[src/rtl/palette_pkg.sv]
// Shared types and constants for the palette lookup block: RGB struct,
// default palette colours and the init/run state encoding.
package palette_pkg;

  localparam int CH_W = 10;

  typedef struct packed {
    logic [CH_W-1:0] r;
    logic [CH_W-1:0] g;
    logic [CH_W-1:0] b;
  } rgb_t;

  localparam rgb_t WHITE        = '{r: {CH_W{1'b1}}, g: {CH_W{1'b1}}, b: {CH_W{1'b1}}};
  localparam rgb_t BLACK        = '{r: {CH_W{1'b0}}, g: {CH_W{1'b0}}, b: {CH_W{1'b0}}};
  localparam rgb_t RED          = '{r: {CH_W{1'b1}}, g: {CH_W{1'b0}}, b: {CH_W{1'b0}}};
  localparam rgb_t BLUE         = '{r: {CH_W{1'b0}}, g: {CH_W{1'b0}}, b: {CH_W{1'b1}}};
  localparam rgb_t CURSOR_GREEN = '{r: {CH_W{1'b0}}, g: {CH_W{1'b1}}, b: {CH_W{1'b0}}};

  typedef enum logic [0:0] {
    ST_INIT = 1'b0,
    ST_RUN  = 1'b1
  } state_t;

endpackage

[src/rtl/palette_regfile.sv]
// Register-file palette storage: one synchronous write port and two
// asynchronous read ports (drawing colour and framebuffer pixel).
module palette_regfile #(
  parameter int IDX_W = 2,
  parameter int CH_W  = 10
) (
  input  logic                Clk,
  input  logic                i_we,
  input  logic [IDX_W-1:0]    i_widx,
  input  logic [3*CH_W-1:0]   i_wdata,
  input  logic [IDX_W-1:0]    i_ridx_a,
  output logic [3*CH_W-1:0]   o_rdata_a,
  input  logic [IDX_W-1:0]    i_ridx_b,
  output logic [3*CH_W-1:0]   o_rdata_b
);

  localparam int N = 1 << IDX_W;

  logic [3*CH_W-1:0] r_mem [N];

  // Entry storage; contents are only meaningful once INIT has written them.
  always_ff @(posedge Clk) begin
    if (i_we) begin
      r_mem[i_widx] <= i_wdata;
    end
  end

  assign o_rdata_a = r_mem[i_ridx_a];
  assign o_rdata_b = r_mem[i_ridx_b];

endmodule

[src/rtl/palette_lut.sv]
// Palette lookup with overlay priority and a 2-cycle pixel pipeline.
// INIT loads default colours one entry per cycle after Reset, then RUN
// accepts user palette writes. Optional cursor blink is enabled by
// defining PALETTE_CURSOR_BLINK_EN.
module palette_lut
  import palette_pkg::*;
#(
  parameter int IDX_W        = 2,
  parameter int CH_W         = 10,
  parameter int BLINK_FRAMES = 16
) (
  input  logic              Clk,
  input  logic              Reset,
  input  logic [IDX_W-1:0]  sel_idx,
  output logic [IDX_W-1:0]  fb_wr_idx,
  input  logic              pix_valid,
  input  logic [IDX_W-1:0]  pix_idx,
  input  logic              is_cursor,
  input  logic              is_palette,
  input  logic              is_border,
  input  logic              frame_tick,
  input  logic              wr_valid,
  output logic              wr_ready,
  input  logic [IDX_W-1:0]  wr_idx,
  input  logic [CH_W-1:0]   wr_r,
  input  logic [CH_W-1:0]   wr_g,
  input  logic [CH_W-1:0]   wr_b,
  output logic              out_valid,
  output logic [CH_W-1:0]   VGA_R,
  output logic [CH_W-1:0]   VGA_G,
  output logic [CH_W-1:0]   VGA_B
);

  localparam int N  = 1 << IDX_W;
  localparam int PW = 3 * CH_W;

  // Package colours are saturated per channel; widen them to CH_W.
  function automatic logic [PW-1:0] expand(input rgb_t c);
    return {{CH_W{|c.r}}, {CH_W{|c.g}}, {CH_W{|c.b}}};
  endfunction

  localparam logic [PW-1:0] C_WHITE = expand(WHITE);
  localparam logic [PW-1:0] C_BLACK = expand(BLACK);
  localparam logic [PW-1:0] C_RED   = expand(RED);
  localparam logic [PW-1:0] C_BLUE  = expand(BLUE);
  localparam logic [PW-1:0] C_GREEN = expand(CURSOR_GREEN);

  // Default palette contents loaded by INIT.
  function automatic logic [PW-1:0] default_rgb(input logic [IDX_W-1:0] idx);
    case (32'(idx))
      32'd0:   return C_WHITE;
      32'd1:   return C_BLACK;
      32'd2:   return C_RED;
      32'd3:   return C_BLUE;
      default: return C_BLACK;
    endcase
  endfunction

  state_t            r_state;
  state_t            w_next_state;
  logic [IDX_W-1:0]  r_init_cnt;
  logic              w_init_active;
  logic              w_we;
  logic [IDX_W-1:0]  w_widx;
  logic [PW-1:0]     w_wdata;

  logic              r_s1_valid;
  logic [IDX_W-1:0]  r_s1_pix_idx;
  logic [IDX_W-1:0]  r_s1_sel_idx;
  logic              r_s1_cursor;
  logic              r_s1_palette;
  logic              r_s1_border;

  logic [PW-1:0]     w_rd_sel;
  logic [PW-1:0]     w_rd_pix;
  logic [PW-1:0]     w_sel_rgb;
  logic [PW-1:0]     w_pix_rgb;
  logic [PW-1:0]     w_color;
  logic              w_cursor_vis;

  assign fb_wr_idx = sel_idx;

  // State register.
  always_ff @(posedge Clk) begin
    if (Reset) begin
      r_state <= ST_INIT;
    end else begin
      r_state <= w_next_state;
    end
  end

  // Next state: leave INIT once the last entry is being written.
  always_comb begin
    w_next_state = r_state;
    case (r_state)
      ST_INIT: begin
        if (r_init_cnt == IDX_W'(N - 1)) begin
          w_next_state = ST_RUN;
        end else begin
          w_next_state = ST_INIT;
        end
      end
      ST_RUN:  w_next_state = ST_RUN;
      default: w_next_state = ST_INIT;
    endcase
  end

  // State decode for handshake and init masking.
  always_comb begin
    wr_ready      = 1'b0;
    w_init_active = 1'b0;
    case (r_state)
      ST_INIT: w_init_active = 1'b1;
      ST_RUN:  wr_ready      = 1'b1;
      default: w_init_active = 1'b1;
    endcase
  end

  // INIT entry counter, restarted at 0 by every Reset.
  always_ff @(posedge Clk) begin
    if (Reset) begin
      r_init_cnt <= '0;
    end else if (w_init_active) begin
      r_init_cnt <= r_init_cnt + IDX_W'(1);
    end else begin
      r_init_cnt <= r_init_cnt;
    end
  end

  // Single write port shared by INIT defaults and user writes; a request
  // pending while Reset is high is dropped.
  always_comb begin
    w_we    = 1'b0;
    w_widx  = wr_idx;
    w_wdata = {wr_r, wr_g, wr_b};
    if (Reset) begin
      w_we = 1'b0;
    end else if (w_init_active) begin
      w_we    = 1'b1;
      w_widx  = r_init_cnt;
      w_wdata = default_rgb(r_init_cnt);
    end else begin
      w_we = wr_valid & wr_ready;
    end
  end

  palette_regfile #(
    .IDX_W (IDX_W),
    .CH_W  (CH_W)
  ) u_regfile (
    .Clk       (Clk),
    .i_we      (w_we),
    .i_widx    (w_widx),
    .i_wdata   (w_wdata),
    .i_ridx_a  (r_s1_sel_idx),
    .o_rdata_a (w_rd_sel),
    .i_ridx_b  (r_s1_pix_idx),
    .o_rdata_b (w_rd_pix)
  );

  // Stage 1: capture the pixel request and its overlay flags.
  always_ff @(posedge Clk) begin
    if (Reset) begin
      r_s1_valid   <= 1'b0;
      r_s1_pix_idx <= '0;
      r_s1_sel_idx <= '0;
      r_s1_cursor  <= 1'b0;
      r_s1_palette <= 1'b0;
      r_s1_border  <= 1'b0;
    end else begin
      r_s1_valid   <= pix_valid;
      r_s1_pix_idx <= pix_idx;
      r_s1_sel_idx <= sel_idx;
      r_s1_cursor  <= is_cursor;
      r_s1_palette <= is_palette;
      r_s1_border  <= is_border;
    end
  end

`ifdef PALETTE_CURSOR_BLINK_EN
  localparam int BW = (BLINK_FRAMES > 1) ? $clog2(BLINK_FRAMES) : 1;

  logic [BW-1:0] r_blink_cnt;
  logic          r_blink_phase;

  // Blink timer: flip phase after BLINK_FRAMES frame ticks; phase 0 shows the cursor.
  always_ff @(posedge Clk) begin
    if (Reset) begin
      r_blink_cnt   <= '0;
      r_blink_phase <= 1'b0;
    end else if (frame_tick) begin
      if (r_blink_cnt == BW'(BLINK_FRAMES - 1)) begin
        r_blink_cnt   <= '0;
        r_blink_phase <= ~r_blink_phase;
      end else begin
        r_blink_cnt   <= r_blink_cnt + BW'(1);
      end
    end
  end

  assign w_cursor_vis = ~r_blink_phase;
`else
  logic w_unused_blink;

  assign w_cursor_vis   = 1'b1;
  assign w_unused_blink = frame_tick ^ (BLINK_FRAMES == 0);
`endif

  // Stage 2: palette read (entries INIT has not reached yet read black) and
  // overlay priority cursor > palette swatch > border > framebuffer pixel.
  // Reading here means a write in cycle N is visible to pixels presented in N.
  always_comb begin
    w_sel_rgb = w_rd_sel;
    w_pix_rgb = w_rd_pix;
    w_color   = C_BLACK;
    if (w_init_active && (r_s1_sel_idx >= r_init_cnt)) begin
      w_sel_rgb = C_BLACK;
    end else begin
      w_sel_rgb = w_rd_sel;
    end
    if (w_init_active && (r_s1_pix_idx >= r_init_cnt)) begin
      w_pix_rgb = C_BLACK;
    end else begin
      w_pix_rgb = w_rd_pix;
    end
    if (r_s1_cursor && w_cursor_vis) begin
      w_color = C_GREEN;
    end else if (r_s1_palette) begin
      w_color = w_sel_rgb;
    end else if (r_s1_border) begin
      w_color = C_BLACK;
    end else begin
      w_color = w_pix_rgb;
    end
  end

  // Output register: colour updates only with a valid pixel, otherwise holds.
  always_ff @(posedge Clk) begin
    if (Reset) begin
      out_valid <= 1'b0;
      VGA_R     <= '0;
      VGA_G     <= '0;
      VGA_B     <= '0;
    end else begin
      out_valid <= r_s1_valid;
      if (r_s1_valid) begin
        {VGA_R, VGA_G, VGA_B} <= w_color;
      end
    end
  end

endmodule

[config.mk]
export PLATFORM = sky130hd
export DESIGN_NAME = palette_lut
export DESIGN_NICKNAME = d
export VERILOG_FILES = /design/src/rtl/palette_pkg.sv /design/src/rtl/palette_regfile.sv /design/src/rtl/palette_lut.sv
export SDC_FILE = /design/constraint.sdc
export NUM_CORES = 1
export LEC_CHECK = 0
export CAP_MARGIN = 20
export CORE_UTILIZATION = 42
export CTS_BUF_LIST = sky130_fd_sc_hd__clkbuf_16
export DETAILED_ROUTE_END_ITERATION = 6
export PLACE_DENSITY_LB_ADDON = 0.08
export SLEW_MARGIN = 20
export SYNTH_ARGS = -nofsm -noshare
export SYNTH_HDL_FRONTEND = slang
export SYNTH_SLANG_ARGS = --single-unit
export TNS_END_PERCENT = 5
[constraint.sdc]
create_clock -name Clk -period 11.8 [get_ports Clk]
set_clock_uncertainty 0.1 [all_clocks]
set_input_delay 2.36 -clock Clk [delete_from_list [all_inputs] [get_ports Clk]]
set_output_delay 2.36 -clock Clk [all_outputs]
set_load 0.02 [all_outputs]
==> results.tsv <==
metric	value	unit
Max Slew Vio Count	0	
WL final	16000	um
vias in the first global route	4566	
initial drt markers	168	
Synth top area share	0.504	
diode count	0	
Final HPWL DP	9100	um
crit path DAT	3.44	ns
Syn Nets	529	
largest net degree at the start of global routing	60	
initial antenna violation count	0	
Mapped Area	7150	um^2
Pleak	0.00293	uW
I/O Pins	78	
FF-to-FF setup slack	8.32	ns
sequential element share of the synthesized area	0.622	
Routed WL per cell	20.5	um
root buf cell	clkbuf_16	
clock sink total	162	
Crit. End Element	primary output	
Initial Utilization	0.431	
post-CTS sizing	0	
max_cap viols	0	
RR Endpoint	VGA_B[7]	
hold_buf cts	0	
FMAX	170	MHz
YS warnings	0	
DR pass1 iterations	4	
Hold Crit Depth	2	
Synth area leaders	edfxtp_1, mux4_2, dfxtp_1	
PnR Total Power	1440	uW
multi-input logic area	2470	um^2
CP Max Fanout	2	
share of cells above drive strength 1	0.190	
Register-to-Register Path Depth	7	
clock-pin slew on the worst setup and hold paths	0.06	ns
RR Startpoint	r_s1_pix_idx[0]	
cell count along the critical path	2	
CTS Buf Count	17	
CP Cell Sequence	clkdlybuf4s50_1, clkdlybuf4s50_1	
largest family of logic cells by synthesized area	multiplexers	
ratio of final minimum period to clock period	0.500	
worst path required time	9.34	ns
gr usage total	0.195	
total global routing overflow	0	
RSZ-0062 raised after global routing	false	
Die Area	17500	um^2
synthesized flop and latch total	162	
most used cell along the critical path	clkdlybuf4s50_1	
measured slew at the worst slew-check pin	1.01	ns
CP delay by family, top	buffers and inverters	
most frequent cells in the layout	edfxtp_1, clkdlybuf4s50_1, mux4_2, nand2_1, dfxtp_1	
Detail Route Antenna Nets	0	
Synth-to-Final Area Change	21.5	%
number of fill cells	1409	
outcome	completed	
Setup CP Type	in2out	
vias per inst	5.42	
DIE HEIGHT	132	um
tightest slew margin relative to the limit	0.327	
Yosys top cell by area	edfxtp_1	
post-synthesis cell type count	32	
Syn Area/Cell	14.9	um^2
Synth Area in Simple Gates	0.0774	
input/output buffers	76	
CP Launch Point	sel_idx[1]	
DRC	0	
die width	132	um
WP buf/inv	2	
total setup buffers inserted after CTS	0	
multiplexer share of the synthesized area	0.192	
slowest CP cell	clkdlybuf4s50_1	
Core ar.	16600	um^2
H-tree depth	4	
commonest non-fill, non-tap cell in the layout	edfxtp_1	
Max VDD drop	105	uV
Nets	600	
Storage cell area	4450	um^2
CTS tree	yes	
Vias	4244	
setup TNS	0	ns
Adder-Cell Fraction of Synth Area	0.0105	
startpoint types	primary input	
Clk Latency, worst-skew pair	0.41	ns
Hold Crit Class	reg2reg	
Clock Path Buffers	2	
Synth Instances	479	
gpl congestion	0.700	
worst stage delay on the critical path	0.61	ns
Finished Core Util	0.524	
Setup violations, final	0	
Synth Area in XOR/XNOR	0.00123	
Compound-Gate Fraction of Synth Area	0.0627	
Power Density	166	nW/um^2
Hold Vio Cnt, Final	0	
wire length of the first global-routing pass	24800	um
Core Rows	47	
CP endpoint	fb_wr_idx[1]	
Final min period	5.90	ns
==> through the flow <==
step	instance area, um^2	hold WS, ns	cells	worst slack (ns)
global placement	8130	0.365	751	5.91
finish	8680	0.378	783	5.90
detailed placement	8130	0.369	751	5.89
CTS	8680	0.383	783	5.89
floorplan	7150	0.400	479	6.14
global route	8680	0.401	783	5.89
==> worst register-to-register path, stage by stage, from the launching register on <==
cell       delay, ns
dfxtp_2         0.31
buf_4           0.54
inv_1           0.12
ha_1            0.29
nand2b_1        0.17
a2111oi_4       0.94
nand2_2         0.59
o211ai_1        0.34
==> synth_stat cells (all sizes together) <==
| cell type | count |
|---|---|
| a2111oi | 1 |
| a21bo | 1 |
| a21oi | 1 |
| a221oi | 10 |
| a31oi | 1 |
| a32oi | 1 |
| and2 | 2 |
| buf | 12 |
| clkbuf | 24 |
| clkinv | 1 |
| dfxtp | 42 |
| edfxtp | 120 |
| ha | 6 |
| inv | 24 |
| mux2i | 2 |
| mux4 | 60 |
| nand2 | 52 |
| nand2b | 4 |
| nand3 | 20 |
| nor2 | 18 |
| nor2b | 13 |
| nor3 | 11 |
| nor3b | 1 |
| o211ai | 19 |
| o21ai | 30 |
| o311a | 1 |
| or3 | 1 |
| xor2 | 1 |
==> flip-flops by register name, summed over array words and instances (netlist names) <==
register and cells:
VGA_B 10, VGA_R 10, u_regfile.r_mem 120, r_s1_valid 1, r_s1_cursor 1, r_init_cnt 2, r_s1_pix_idx 2, r_s1_palette 1
out_valid 1, VGA_G 10, r_s1_sel_idx 2, r_s1_border 1, r_state 1
==> layer usage <==
metal / vias up / GRT usage / share of wire
li1: 1998 / - / -
met1: 2174 / 0.225 / 0.42
met2: 65 / 0.363 / 0.54
met3: 7 / 0.0418 / 0.030
met4: 0 / 0.0517 / 0.0065
met5: - / 0 / 0
==> cell families (layout without fill, tap and decap cells) <==
logic type / Yosys count / after routing
adders and majority gates: 6 / 6
muxes: 62 / 62
AOI/OAI and AO/OA: 65 / 65
buffers and inverters: 61 / 145
and+or+nand+nor: 122 / 122
DFF: 162 / 162
xor gates and xnor gates: 1 / 1
==> report_power, final <==
group / switching [uW] / internal, uW / total, uW
Clock: 210 / 305 / 515
Combinational: 125 / 93.2 / 218
Sequential: 22.6 / 689 / 712
==> final cells by class <==
class / count / share of cell area
multi-input cells: 256 / 0.284
clock buffers: 17 / 0.0490
repair buffers: 88 / 0.0974
clock inverters: 15 / 0.0144
inverters: 25 / 0.0108
flip-flops and latches: 162 / 0.512
well taps: 220 / 0.0317
==> how the worst min path moves through the flow <==
stage,slack [ns],endpoint,start
global placement,0.36,VGA_R[1],VGA_R[1]
finish,0.38,VGA_R[1],VGA_R[1]
global route,0.40,VGA_R[6],VGA_R[6]
detailed placement,0.37,VGA_R[1],VGA_R[1]
CTS,0.38,VGA_R[1],VGA_R[1]
floorplan,0.40,VGA_G[2],r_s1_valid
(Power assumes the default switching activity.)
